===== src/rtl/fetch_stage.sv =====
// Instruction fetch stage with IF/ID pipeline register.
// Issues one word request at a time to instruction memory, buffers one response
// in a skid register while decode stalls, and steers exception/iret/branch
// redirects, discarding a stale in-flight response when needed.
module fetch_stage #(
   parameter logic [31:0] RESET_PC   = 32'h0000_1000,
   parameter logic [31:0] EXC_VECTOR = 32'h0000_0100,
   parameter logic [31:0] NOP_INSTR  = 32'h0000_0013
) (
   input  logic        clk_i,
   input  logic        rsn_i,
   input  logic        stall_i,
   input  logic        branch_i,
   input  logic [31:0] branch_target_i,
   input  logic        iret_i,
   input  logic [31:0] iret_target_i,
   input  logic        exc_i,
   output logic        imem_req_o,
   output logic [31:0] imem_addr_o,
   input  logic        imem_valid_i,
   input  logic [31:0] imem_rdata_i,
   output logic [31:0] instr_o,
   output logic [31:0] pc_o,
   output logic        valid_o
);

   localparam int unsigned XLEN = 32;

   typedef enum logic [1:0] {
      ST_REQ  = 2'd0,
      ST_HOLD = 2'd1,
      ST_DROP = 2'd2
   } state_t;

   state_t            r_state;
   state_t            w_state_nxt;

   logic [XLEN-1:0]   r_pc;
   logic [XLEN-1:0]   r_drop_pc;
   logic [XLEN-1:0]   r_skid_instr;
   logic [XLEN-1:0]   r_skid_pc;
   logic [XLEN-1:0]   r_instr;
   logic [XLEN-1:0]   r_pc_out;
   logic              r_valid;

   logic              w_redir;
   logic [XLEN-1:0]   w_target;
   logic [XLEN-1:0]   w_pc_inc;
   logic [XLEN-1:0]   w_pc_nxt;
   logic [XLEN-1:0]   w_drop_pc_nxt;
   logic              w_skid_load;
   logic              w_ifid_load;
   logic [XLEN-1:0]   w_ifid_instr;
   logic [XLEN-1:0]   w_ifid_pc;
   logic              w_ifid_valid;

   // Redirect arbitration: exception beats iret beats branch; target word-aligned.
   always_comb begin
      w_redir  = exc_i | iret_i | branch_i;
      w_target = branch_target_i;
      if (iret_i) begin
         w_target = iret_target_i;
      end
      if (exc_i) begin
         w_target = EXC_VECTOR;
      end
      w_target[1:0] = 2'b00;
      w_pc_inc      = r_pc + XLEN'(4);
   end

   // State register.
   always_ff @(posedge clk_i) begin
      if (rsn_i) begin
         r_state <= ST_REQ;
      end else begin
         r_state <= w_state_nxt;
      end
   end

   // Next-state logic.
   always_comb begin
      w_state_nxt = r_state;
      case (r_state)
         ST_REQ: begin
            if (w_redir && !imem_valid_i) begin
               w_state_nxt = ST_DROP;
            end else if (!w_redir && imem_valid_i && stall_i) begin
               w_state_nxt = ST_HOLD;
            end
         end
         ST_HOLD: begin
            if (w_redir || !stall_i) begin
               w_state_nxt = ST_REQ;
            end
         end
         ST_DROP: begin
            if (imem_valid_i) begin
               w_state_nxt = ST_REQ;
            end
         end
         default: w_state_nxt = ST_REQ;
      endcase
   end

   // Output and datapath steering per state.
   always_comb begin
      imem_req_o    = ((r_state == ST_REQ) || (r_state == ST_DROP)) && !rsn_i;
      imem_addr_o   = r_pc;
      w_pc_nxt      = r_pc;
      w_drop_pc_nxt = r_drop_pc;
      w_skid_load   = 1'b0;
      w_ifid_load   = 1'b0;
      w_ifid_instr  = NOP_INSTR;
      w_ifid_pc     = r_pc;
      w_ifid_valid  = 1'b0;
      if (w_redir) begin
         // Bubble at the target overrides stall; any response this cycle is stale.
         w_ifid_load = 1'b1;
         w_ifid_pc   = w_target;
         case (r_state)
            ST_HOLD: w_pc_nxt = w_target;
            default: begin
               if (imem_valid_i) begin
                  w_pc_nxt = w_target;
               end else begin
                  w_drop_pc_nxt = w_target;
               end
            end
         endcase
      end else begin
         case (r_state)
            ST_REQ: begin
               if (imem_valid_i) begin
                  w_pc_nxt = w_pc_inc;
                  if (stall_i) begin
                     w_skid_load = 1'b1;
                  end else begin
                     w_ifid_load  = 1'b1;
                     w_ifid_instr = imem_rdata_i;
                     w_ifid_valid = 1'b1;
                  end
               end else if (!stall_i) begin
                  w_ifid_load = 1'b1;
               end
            end
            ST_HOLD: begin
               if (!stall_i) begin
                  w_ifid_load  = 1'b1;
                  w_ifid_instr = r_skid_instr;
                  w_ifid_pc    = r_skid_pc;
                  w_ifid_valid = 1'b1;
               end
            end
            ST_DROP: begin
               if (imem_valid_i) begin
                  w_pc_nxt = r_drop_pc;
               end
            end
            default: ;
         endcase
      end
   end

   // PC, skid buffer, drop target and IF/ID registers.
   always_ff @(posedge clk_i) begin
      if (rsn_i) begin
         r_pc         <= RESET_PC;
         r_drop_pc    <= RESET_PC;
         r_skid_instr <= NOP_INSTR;
         r_skid_pc    <= RESET_PC;
         r_instr      <= NOP_INSTR;
         r_pc_out     <= RESET_PC;
         r_valid      <= 1'b0;
      end else begin
         r_pc      <= w_pc_nxt;
         r_drop_pc <= w_drop_pc_nxt;
         if (w_skid_load) begin
            r_skid_instr <= imem_rdata_i;
            r_skid_pc    <= r_pc;
         end
         if (w_ifid_load) begin
            r_instr  <= w_ifid_instr;
            r_pc_out <= w_ifid_pc;
            r_valid  <= w_ifid_valid;
         end
      end
   end

   assign instr_o = r_instr;
   assign pc_o    = r_pc_out;
   assign valid_o = r_valid;

endmodule

===== config.mk =====
export PLATFORM = sky130hd
export DESIGN_NAME = fetch_stage
export DESIGN_NICKNAME = d
export VERILOG_FILES = /design/src/rtl/fetch_stage.sv
export SDC_FILE = /design/constraint.sdc
export NUM_CORES = 1
export LEC_CHECK = 0
export ABC_AREA = 1
export CORE_MARGIN = 4
export CORE_UTILIZATION = 51
export DETAILED_ROUTE_END_ITERATION = 12
export MAX_ROUTING_LAYER = met4
export PLACE_DENSITY = 0.92
export SYNTH_ARGS = -nofsm -noshare
export SYNTH_HDL_FRONTEND = slang
export SYNTH_SLANG_ARGS = --single-unit
export TNS_END_PERCENT = 10

===== constraint.sdc =====
create_clock -name clk_i -period 2.2 [get_ports clk_i]
set_input_delay 0.66 -clock clk_i [delete_from_list [all_inputs] [get_ports clk_i]]
set_output_delay 0.66 -clock clk_i [all_outputs]
set_load 0.02 [all_outputs]

==> flow_summary.json <==
{
  "synthXorXnorAreaFrac_pct": 0.194,
  "min_period_ns": 2.15,
  "setup_viol": 0,
  "regToRegEndpoint": "imem_addr_o[14]",
  "grt_pass1_vias": 9704,
  "avgRoutedWirePerCell_um": 17.1,
  "path_delay_family": "buffers and inverters",
  "hold_viol_final": 0,
  "start_kind": "flip-flop",
  "worstHoldStart": "r_skid_instr[29]",
  "rsz0062_at_grt": "no",
  "first_pass_iters": 6,
  "r2r_start": "imem_addr_o[8]",
  "cts_buffers": 17,
  "nNetsFinal": 1592,
  "fin_skew_ns": 0.0117,
  "cts_hold_buf": 0,
  "yosys-top-cells-area": "dfxtp_1 (42%), nand2_1 (12%), o21ai_0 (8.1%), nor2_1 (8.0%), a21oi_1 (7.7%)",
  "htreeDepth": 4,
  "die-width_um": 141,
  "cts_buffer_depth": 2,
  "maxCapViolCount": 0,
  "fp.coreArea_mm2": 0.0173,
  "p_leak_nw": 4.77,
  "antenna_found_initial": 1,
  "cp_max_fo": 3,
  "slew_violations": 0,
  "tightestPinTransition_ns": 0.696,
  "critical-path-slowest-cell": "clkdlybuf4s50_1",
  "synth_ff_type": "dfxtp_1",
  "p_per_area_mw_per_mm2": 665,
  "synth_compound_area_share_pct": 26.8,
  "port_buffers": 194,
  "synthTopCellsByCount": "nand2_1 (279), nor2_1 (193), dfxtp_1 (188)",
  "num_vias": 9998,
  "crit_buf_inv": 1,
  "r2r_slack_ns": 0.31,
  "yosys.area_share.simple_pct": 23.1,
  "worst_r2r_path_depth": 8,
  "finalSetupTns_ns": 0,
  "peakVddDrop_mv": 0.629,
  "period_share_pct": 97.7,
  "syn_avg_cell_area_um2": 6.91,
  "synth_top_family_by_area": "compound AO/OA/AOI/OAI gates",
  "cp-end-kind": "output pin",
  "gp_congestion": 0.975,
  "critPathArrivalTime_ns": 1.49,
  "status": "finished clean",
  "fmax_mhz": 465,
  "die_h_um": 141,
  "die_area_mm2": 0.0199,
  "synth.top_cell.area_share_pct": 41.7,
  "synthArstFlopShare_pct": 0,
  "io_pins": 201,
  "drt_iter0_markers": 1016,
  "grt_max_degree": 58,
  "root_buffer": "clkbuf_16",
  "met3_usage_pct": 5.80,
  "wl_um": 29600,
  "clk_pin_slew_worst_paths_ns": 0.07,
  "drtAntennaViolNets": 0,
  "worstPathCellList": "clkdlybuf4s50_1",
  "finalInstanceArea_mm2": 0.0122,
  "track_usage_pct": 30.2,
  "slowest_delay_ns": 0.64,
  "muxShareOfSynthArea_pct": 0,
  "worstHoldPathCells": 2,
  "worst-setup-path-type": "flip-flop to output pin",
  "min_path_type": "flip-flop to flip-flop",
  "ys_ff_latch": 188,
  "dp.cells": 1694,
  "netlist-cell-type-count": 32,
  "whs_ns": 0.454,
  "start_util_pct": 52.1,
  "stdcell_count": 1727,
  "grt_busiest_layer": "met2",
  "cts_sinks": 188,
  "cts_tree": "done",
  "synth_area_mm2": 0.00902,
  "critPathRequiredTime_ns": 1.54,
  "synthCells": 1306,
  "post-synth-top-area-cell": "dfxtp_1",
  "grtUsageMet2_pct": 49.3,
  "yosys.area_share.adder_pct": 0.139,
  "area_growth_syn_to_layout_pct": 35.0,
  "drc": 0,
  "post-dp-hpwl_um": 20800,
  "fillers": 1336,
  "placed_area_mm2": 0.0116,
  "rows": 48,
  "clk_latency_ns": 0.45,
  "grt_util_met1_pct": 36.1,
  "worstHoldEndpoint": "r_skid_instr[29]",
  "synth-seq-area-share_pct": 41.7,
  "grt_pass1_wl_um": 48000,
  "synth_most_common_cell": "nand2_1",
  "via_per_inst": 5.79,
  "drive_gt1_share_pct": 8.66,
  "yosys_warnings": 0,
  "overflow": 0,
  "slew_headroom_pct": 53.6,
  "synth_edf_count": 0
}
sequential cells by signal (all words and copies together), names as in the netlist:
register      cells
pc_o             31
imem_addr_o      30
r_skid_instr     32
r_state           2
r_skid_pc        30
instr_o          32
r_drop_pc        30
valid_o           1
how the worst max path moves through the flow:
stage | end | slack, ns | from | depth (start not counted)
finish | imem_addr_o[9] | 0.05 | imem_addr_o[9] | 1
global route | imem_addr_o[9] | 0.02 | imem_addr_o[9] | 1
CTS | imem_addr_o[28] | 0.001 | imem_addr_o[28] | 1
detailed placement | instr_o[0] | -0.16 | exc_i | 9
global placement | instr_o[0] | -0.12 | branch_i | 9
floorplan | imem_req_o | 0.01 | rsn_i | 4
timing repair:
action                     in CTS  in global routing
setup endpoints to repair      22                  6
cloned                          0                  0
gates resized for setup        22                  6
setup buffers                   0                  0
pin swaps                       0                  0
stage by stage:
stage | utilization, % | total power, mW | worst slack, ns
after detailed placement | 66.8 | 4.96 | -0.156
after floorplan | - | 4.34 | 0.0130
final | 70.4 | 8.09 | 0.0508
after CTS | 70.3 | 8.09 | 0.00114
after global routing | 70.4 | 8.37 | 0.0178
after global placement | 66.8 | 4.92 | -0.116
worst register-to-register path, stage by stage, from the launching register on:
cell     delay (ns)
dfxtp_1        0.46
nand2_1        0.15
nor2_1         0.27
nand2_1        0.24
nor2_1         0.31
nand2_1        0.11
nand3_1        0.12
nand2_1        0.06
a21oi_1        0.12
placed cells by master (no fill, tap or decap), drive strengths merged, types with 29 or more instances in the layout:
master	instances
clkdlybuf4s50	166
nand3	42
a31oi	38
dfxtp	188
o21ai	149
a21oi	138
nor2	201
buf	64
nand2	281
inv	86
o211ai	29
routing by layer:
metal | vias up | wire length (µm)
met5 | - | 0
met4 | 0 | 1160
met3 | 101 | 2570
met2 | 510 | 14100
met1 | 4645 | 11700
li1 | 4742 | -
final cells by class:
| class | instances | area [µm²] | area share [%] |
|---|---|---|---|
| tap | 225 | 282 | 2.31 |
| clock inverter | 15 | 195 | 1.60 |
| clock buffer | 17 | 425 | 3.50 |
| sequential | 188 | 3760 | 30.9 |
| timing repair buffer | 257 | 2660 | 21.9 |
| multi-input combinational | 945 | 4540 | 37.3 |
| antenna | 1 | 2.50 | 0.0206 |
| inverter | 79 | 297 | 2.44 |
kinds of logic (layout without fill, tap and decap cells):
family	count (synthesis)	in the layout
xor gates and xnor gates	2	2
adders and majority gates	1	1
AOI/OAI and AO/OA	412	412
DFF	188	188
other	1	3
buffers and inverters	174	368
and+or+nand+nor	528	528
power by group:
part,internal [mW],switching (mW),total [mW]
Combinational,0.542,0.690,1.23
Clock,1.65,1.56,3.21
Sequential,3.54,0.113,3.65
Total,5.73,2.36,8.09
Note: power is estimated with default switching activity, not from simulation.
